--- config.mk ---
export PLATFORM = sky130hd
export DESIGN_NAME = insn_encoder_loader
export DESIGN_NICKNAME = d
export VERILOG_FILES = /design/src/rtl/insn_encoder_loader.sv
export SDC_FILE = /design/constraint.sdc
export NUM_CORES = 1
export LEC_CHECK = 0
export ABC_AREA = 1
export CORE_MARGIN = 3
export CORE_UTILIZATION = 40
export DETAILED_ROUTE_END_ITERATION = 10
export PLACE_DENSITY = 0.66
export SYNTH_ARGS = -nofsm -noshare
export SYNTH_HDL_FRONTEND = slang
export SYNTH_SLANG_ARGS = --single-unit
--- constraint.sdc ---
create_clock -name clk -period 5.2 [get_ports clk]
set_input_delay 1.04 -clock clk [delete_from_list [all_inputs] [get_ports clk]]
set_output_delay 1.04 -clock clk [all_outputs]
set_load 0.01 [all_outputs]
--- src/rtl/insn_encoder_loader.sv ---
// insn_encoder_loader: encodes decoded RV32I instruction fields into 32-bit
// instruction words and streams them into instruction memory through a
// 2-entry FIFO, with an auto-incrementing word address and a saturating
// written-word counter.
//
// Optional feature: define INSN_ENCODER_RANGE_CHECK_EN to reject instructions
// whose immediate cannot be represented in the target format (sets errRange).
// Without it, immediates are truncated and errRange is tied to 0.

module insn_encoder_loader #(
    parameter int ADDR_WIDTH = 10,
    parameter int START_ADDR = 0
) (
    input  logic                  clk,
    input  logic                  rstN,
    input  logic                  restart,
    input  logic                  inValid,
    output logic                  inReady,
    input  logic [6:0]            opcode,
    input  logic [4:0]            rd,
    input  logic [4:0]            rs1,
    input  logic [4:0]            rs2,
    input  logic [2:0]            funct3,
    input  logic [6:0]            funct7,
    input  logic [31:0]           imm,
    output logic                  wrEnable,
    input  logic                  wrReady,
    output logic [ADDR_WIDTH-1:0] wrAddr,
    output logic [31:0]           wrData,
    output logic                  errIllegal,
    output logic                  errRange,
    output logic [ADDR_WIDTH:0]   wordCount
);

    // RV32I base opcodes
    localparam logic [6:0] OPC_LUI      = 7'b0110111;
    localparam logic [6:0] OPC_AUIPC    = 7'b0010111;
    localparam logic [6:0] OPC_JAL      = 7'b1101111;
    localparam logic [6:0] OPC_JALR     = 7'b1100111;
    localparam logic [6:0] OPC_BRANCH   = 7'b1100011;
    localparam logic [6:0] OPC_LOAD     = 7'b0000011;
    localparam logic [6:0] OPC_STORE    = 7'b0100011;
    localparam logic [6:0] OPC_OP_IMM   = 7'b0010011;
    localparam logic [6:0] OPC_OP       = 7'b0110011;
    localparam logic [6:0] OPC_MISC_MEM = 7'b0001111;
    localparam logic [6:0] OPC_SYSTEM   = 7'b1110011;

    localparam logic [ADDR_WIDTH-1:0] START_W  = ADDR_WIDTH'(START_ADDR);
    localparam logic [ADDR_WIDTH:0]   WORD_MAX = {1'b1, {ADDR_WIDTH{1'b0}}};

    typedef enum logic [2:0] {
        FMT_NONE,
        FMT_R,
        FMT_I,
        FMT_S,
        FMT_B,
        FMT_U,
        FMT_J
    } fmt_e;

    fmt_e        fmt;
    logic [31:0] enc_word;
    logic        imm_ok;
    logic        shift_imm;
    logic        in_xfer;
    logic        out_xfer;
    logic        push;
    logic        pop;

    logic [1:0]  occupancy;
    logic [1:0]  occ_next;
    logic        in_ready_q;
    logic        rd_ptr;
    logic        wr_ptr;
    logic [31:0] entry0;
    logic [31:0] entry1;
    logic [ADDR_WIDTH-1:0] addr_q;
    logic [ADDR_WIDTH:0]   count_q;
    logic        illegal_q;

    // Classify the incoming opcode into its instruction format
    always_comb begin
        fmt = FMT_NONE;
        case (opcode)
            OPC_OP:                                    fmt = FMT_R;
            OPC_OP_IMM, OPC_LOAD, OPC_JALR,
            OPC_SYSTEM, OPC_MISC_MEM:                  fmt = FMT_I;
            OPC_STORE:                                 fmt = FMT_S;
            OPC_BRANCH:                                fmt = FMT_B;
            OPC_LUI, OPC_AUIPC:                        fmt = FMT_U;
            OPC_JAL:                                   fmt = FMT_J;
            default:                                   fmt = FMT_NONE;
        endcase
    end

    assign shift_imm = (opcode == OPC_OP_IMM) && ((funct3 == 3'b001) || (funct3 == 3'b101));

    // Place the fields at their RV32I bit positions for the detected format
    always_comb begin
        enc_word = 32'h0;
        case (fmt)
            FMT_R: enc_word = {funct7, rs2, rs1, funct3, rd, opcode};
            FMT_I: begin
                if (shift_imm) begin
                    enc_word = {funct7, imm[4:0], rs1, funct3, rd, opcode};
                end else begin
                    enc_word = {imm[11:0], rs1, funct3, rd, opcode};
                end
            end
            FMT_S: enc_word = {imm[11:5], rs2, rs1, funct3, imm[4:0], opcode};
            FMT_B: enc_word = {imm[12], imm[10:5], rs2, rs1, funct3, imm[4:1], imm[11], opcode};
            FMT_U: enc_word = {imm[31:12], rd, opcode};
            FMT_J: enc_word = {imm[20], imm[10:1], imm[11], imm[19:12], rd, opcode};
            default: enc_word = 32'h0;
        endcase
    end

`ifdef INSN_ENCODER_RANGE_CHECK_EN
    // Decide whether the immediate fits the encoding without loss
    always_comb begin
        imm_ok = 1'b1;
        case (fmt)
            FMT_I, FMT_S: imm_ok = (imm[31:11] == {21{imm[11]}});
            FMT_B:        imm_ok = !imm[0] && (imm[31:12] == {20{imm[12]}});
            FMT_J:        imm_ok = !imm[0] && (imm[31:20] == {12{imm[20]}});
            FMT_U:        imm_ok = (imm[11:0] == 12'h0);
            default:      imm_ok = 1'b1;
        endcase
    end
`else
    assign imm_ok = 1'b1;
`endif

    assign in_xfer  = inValid && inReady;
    assign out_xfer = wrEnable && wrReady;
    assign push     = in_xfer && (fmt != FMT_NONE) && imm_ok && !restart;
    assign pop      = out_xfer && !restart;

    // Next occupancy of the word buffer; restart empties it outright
    always_comb begin
        occ_next = occupancy;
        if (restart) begin
            occ_next = 2'd0;
        end else begin
            case ({push, pop})
                2'b10:   occ_next = occupancy + 2'd1;
                2'b01:   occ_next = occupancy - 2'd1;
                default: occ_next = occupancy;
            endcase
        end
    end

    // Occupancy and a registered ready so inReady never sees wrReady combinationally
    always_ff @(posedge clk or negedge rstN) begin
        if (!rstN) begin
            occupancy  <= 2'd0;
            in_ready_q <= 1'b0;
        end else begin
            occupancy  <= occ_next;
            in_ready_q <= (occ_next < 2'd2);
        end
    end

    // Read/write pointers of the 2-entry ring
    always_ff @(posedge clk or negedge rstN) begin
        if (!rstN) begin
            rd_ptr <= 1'b0;
            wr_ptr <= 1'b0;
        end else if (restart) begin
            rd_ptr <= 1'b0;
            wr_ptr <= 1'b0;
        end else begin
            if (push) begin
                wr_ptr <= ~wr_ptr;
            end
            if (pop) begin
                rd_ptr <= ~rd_ptr;
            end
        end
    end

    // Storage for the encoded words; entries are only written on a push
    always_ff @(posedge clk or negedge rstN) begin
        if (!rstN) begin
            entry0 <= 32'h0;
            entry1 <= 32'h0;
        end else if (push) begin
            if (wr_ptr) begin
                entry1 <= enc_word;
            end else begin
                entry0 <= enc_word;
            end
        end
    end

    // Memory word address: advances once per accepted write, wraps naturally
    always_ff @(posedge clk or negedge rstN) begin
        if (!rstN) begin
            addr_q <= START_W;
        end else if (restart) begin
            addr_q <= START_W;
        end else if (pop) begin
            addr_q <= addr_q + 1'b1;
        end
    end

    // Written-word counter that stops at the size of the address space
    always_ff @(posedge clk or negedge rstN) begin
        if (!rstN) begin
            count_q <= '0;
        end else if (restart) begin
            count_q <= '0;
        end else if (pop && (count_q != WORD_MAX)) begin
            count_q <= count_q + 1'b1;
        end
    end

    // Sticky flag for accepted instructions with an unknown opcode
    always_ff @(posedge clk or negedge rstN) begin
        if (!rstN) begin
            illegal_q <= 1'b0;
        end else if (restart) begin
            illegal_q <= 1'b0;
        end else if (in_xfer && (fmt == FMT_NONE)) begin
            illegal_q <= 1'b1;
        end
    end

`ifdef INSN_ENCODER_RANGE_CHECK_EN
    logic range_q;

    // Sticky flag for accepted instructions whose immediate does not fit
    always_ff @(posedge clk or negedge rstN) begin
        if (!rstN) begin
            range_q <= 1'b0;
        end else if (restart) begin
            range_q <= 1'b0;
        end else if (in_xfer && (fmt != FMT_NONE) && !imm_ok) begin
            range_q <= 1'b1;
        end
    end

    assign errRange = range_q;
`else
    assign errRange = 1'b0;
`endif

    assign inReady    = in_ready_q;
    assign wrEnable   = (occupancy != 2'd0);
    assign wrData     = rd_ptr ? entry1 : entry0;
    assign wrAddr     = addr_q;
    assign wordCount  = count_q;
    assign errIllegal = illegal_q;

endmodule

==> key figures <==
Detailed routing
  – DRT Wirelength: 15100 um
  – Post-DRT Antenna Nets: 0
  – Drt first-iter violations: 421
  – Drt first pass iters: 4
  – DR WL/cell: 13.6 um
  – Drt via density: 4.97
  – DRC Markers: 0
  – Vias after detailed routing: 5531

Pwr
  – Sw frac: 0.281
  – Max rail drop VDD: 200 uV
  – Comb power frac: 0.254
  – Leakage: 3.50 nW
  – Power share of the sequential group: 0.431
  – Pint: 1.39 mW
  – Clk network pwr share: 0.315
  – Switch Pwr: 0.544 mW
  – Total power: 1.93 mW
  – Power Density: 270 nW/um^2

STA
  – Slew Viols, Final: 0
  – Final period util: 0.657
  – WHS: 453 ps
  – Relative slew margins: 0.348
  – Final min period: 3410 ps
  – Worst Slack Setup Final: 1790 ps
  – Fmax: 0.293 GHz
  – Worst slew pin tran: 977 ps
  – Final hold viol count: 0
  – Setup violators final: 0
  – Total negative slack: 0 ps
  – Max Clock Skew: 4.91 ps
  – RSZ-0062 raised after global routing: false

Run
  – MaxCap Viol Count: 0

Worst setup path
  – Critical Path End Type: register
  – Startpoint types: primary input
  – Critical Path RT: 5420 ps
  – WS Path Type: in2reg
  – Crit Path Max Fanout: 34
  – Worst EP arrival: 3630 ps

Global routing
  – First-pass GRT wire length: 25100 um
  – Met2 usage: 0.317
  – Vias in the first global route: 5084
  – Largest net degree at the start of global routing: 55
  – Initial antenna violation count: 0
  – Met1 Use GR: 0.301
  – Most Crowded Layer GR: met2
  – Grt total ovfl: 0
  – Met3 usage: 0.0391
  – Overall routing resource usage: 0.204

Synthesis
  – Number of flops mapped to enable cells by yosys: 0
  – Yosys reg bits: 91
  – Synth async-reset ratio: 1.00
  – Ys flop type: dfrtp_1
  – Syn Nets: 900
  – Mapped cell area: 5570 um^2
  – Count of warnings emitted by yosys: 0
  – Mean cell area of the mapped netlist: 6.75 um^2
  – Synth cell types: 38
  – Seq/Total Area, Yosys: 0.409
  – Synth Instances: 826

Placement
  – Cells after DPL: 1097
  – Placed cell area: 6890 um^2
  – Detailed Place HPWL: 10900 um
  – Final GP Congestion: 0.815
  – DP Worst Slack: 1400 ps
  – I/O Buffers: 124

Floorplanning
  – Placeable Area: 13500 um^2
  – Std cell rows: 42
  – Die ar.: 15400 um^2
  – Initial Utilization: 0.414
  – Die Span Y: 124 um
  – Die width: 124 um
  – Boundary Pins: 126

Clock tree
  – CTS root buf: clkbuf_16
  – CTS buffer count: 9
  – CTS tree: built
  – Post-CTS Hold Buffers: 0
  – Worst-path clk slew: 60 ps
  – Worst-skew pair later-pin latency: 330 ps
  – Clk buf depth: 2
  – H-tree depth: 3
  – Setup bufs post-CTS: 0
  – Clock sink count: 91
  – Post_cts resized: 0

Cells and area
  – Layout cells sized above 1: 0.0502
  – N_diodes: 0
  – Final Core Density: 0.532
  – Final #Nets: 1006
  – Layout area overhead: 28.5%
  – Final instance area: 7160 um^2
  – Non-filler cells, final: 1113

Hold path
  – Hold/Removal Path Class: reg2reg

Status
  – Status: finished clean
-- cells in the mapped netlist (3+ instances only) --
cell type	number	area, um^2
nand2_1	382	1430
dfrtp_1	91	2280
nand3_1	88	440
nor2_1	58	218
inv_1	42	158
o21ai_0	33	165
buf_2	15	75.1
a21boi_0	14	105
clkbuf_1	13	48.8
a21oi_1	11	55.1
nand4_1	8	50.1
nor3_1	7	35.0
o21ai_1	7	35.0
buf_6	5	56.3
ha_1	5	62.6
inv_2	5	18.8
nand2_2	5	31.3
and3_1	4	25.0
nor2_2	4	25.0
nor2_4	3	33.8
o2111ai_1	3	26.3
or2_2	3	18.8
-- power by group through the flow --
stage | clock, mW | combinational (mW) | sequential (mW)
final | 0.609 | 0.491 | 0.833
after global routing | 0.645 | 0.551 | 0.844
after CTS | 0.619 | 0.499 | 0.833
after detailed placement | 0 | 0.497 | 0.846
after global placement | 0 | 0.496 | 0.843
after floorplan | 0 | 0.227 | 0.837
-- area by class of cell --
| type | count | area (um^2) |
|---|---|---|
| Clock inverter | 2 | 10.0 |
| Inverter | 49 | 184 |
| Fill cell | 1360 | 6290 |
| Clock buffer | 14 | 264 |
| Timing Repair Buffer | 130 | 1280 |
| Multi-Input combinational cell | 651 | 2920 |
| Tap cell | 176 | 220 |
| Sequential cell | 91 | 2280 |
-- registers in the layout (all words and copies together) (netlist names) --
signal	count
entry0	32
errIllegal	1
wordCount	11
wr_ptr	1
entry1	32
wrAddr	10
occupancy	2
inReady	1
rd_ptr	1
-- worst paths after layout --
path	startpoint	endpoint	slack (ps)	cells after the start
worst min-delay path	entry0[0]	entry0[0]	450	2
worst min register to register	entry0[0]	entry0[0]	450	2
worst max-delay path	opcode[4]	entry1[0]	1790	11
min in group asynchronous	rstN	wrAddr[4]	740	1
max in group asynchronous	rstN	entry0[26]	3520	2
worst max register to register	inReady	entry1[0]	3210	5
-- routing by layer --
metal  share of wire  vias to the layer above
met3           0.059                        8
li1                -                     2846
met1            0.49                     2519
met5               0                        -
met2            0.44                      158
met4          0.0076                        0
-- cell families (layout without fill, tap and decap cells) --
family | count (synthesis) | count (layout) | synth area share
AND/OR/NAND/NOR | 569 | 569 | 0.431
flip-flops | 91 | 91 | 0.409
buffers and inverters | 84 | 195 | 0.0673
XOR/XNOR | 1 | 1 | 0.00157
AO/OA/AOI/OAI | 75 | 75 | 0.0795
other | 1 | 1 | 0.000673
adder cells (fa/ha/maj) | 5 | 5 | 0.0112
-- cells in the final DEF, fill, tap and decap left out, types with 3 or more instances in the layout --
cell	instances
nand2_1	382
clkdlybuf4s50_1	123
dfrtp_1	91
nand3_1	88
nor2_1	57
inv_1	42
o21ai_0	33
a21boi_0	14
a21oi_1	11
clkbuf_16	9
nand4_1	8
nor3_1	7
o21ai_1	7
buf_4	7
inv_2	5
nand2_2	5
nor2_2	5
ha_1	5
and3_1	4
nor2_4	3
or2_2	3
o2111ai_1	3
clkbuf_1	3
-- critical path: stages --
cell             delay (ps)
clkdlybuf4s50_1         680
inv_2                    90
nand2_1                 120
nor2_2                   70
nand2_4                 180
nand2_2                  90
nor2_4                  160
nand3_4                 200
nand3_4                 290
inv_2                   330
or2_2                   360
Power figures use the tool's default switching activity.
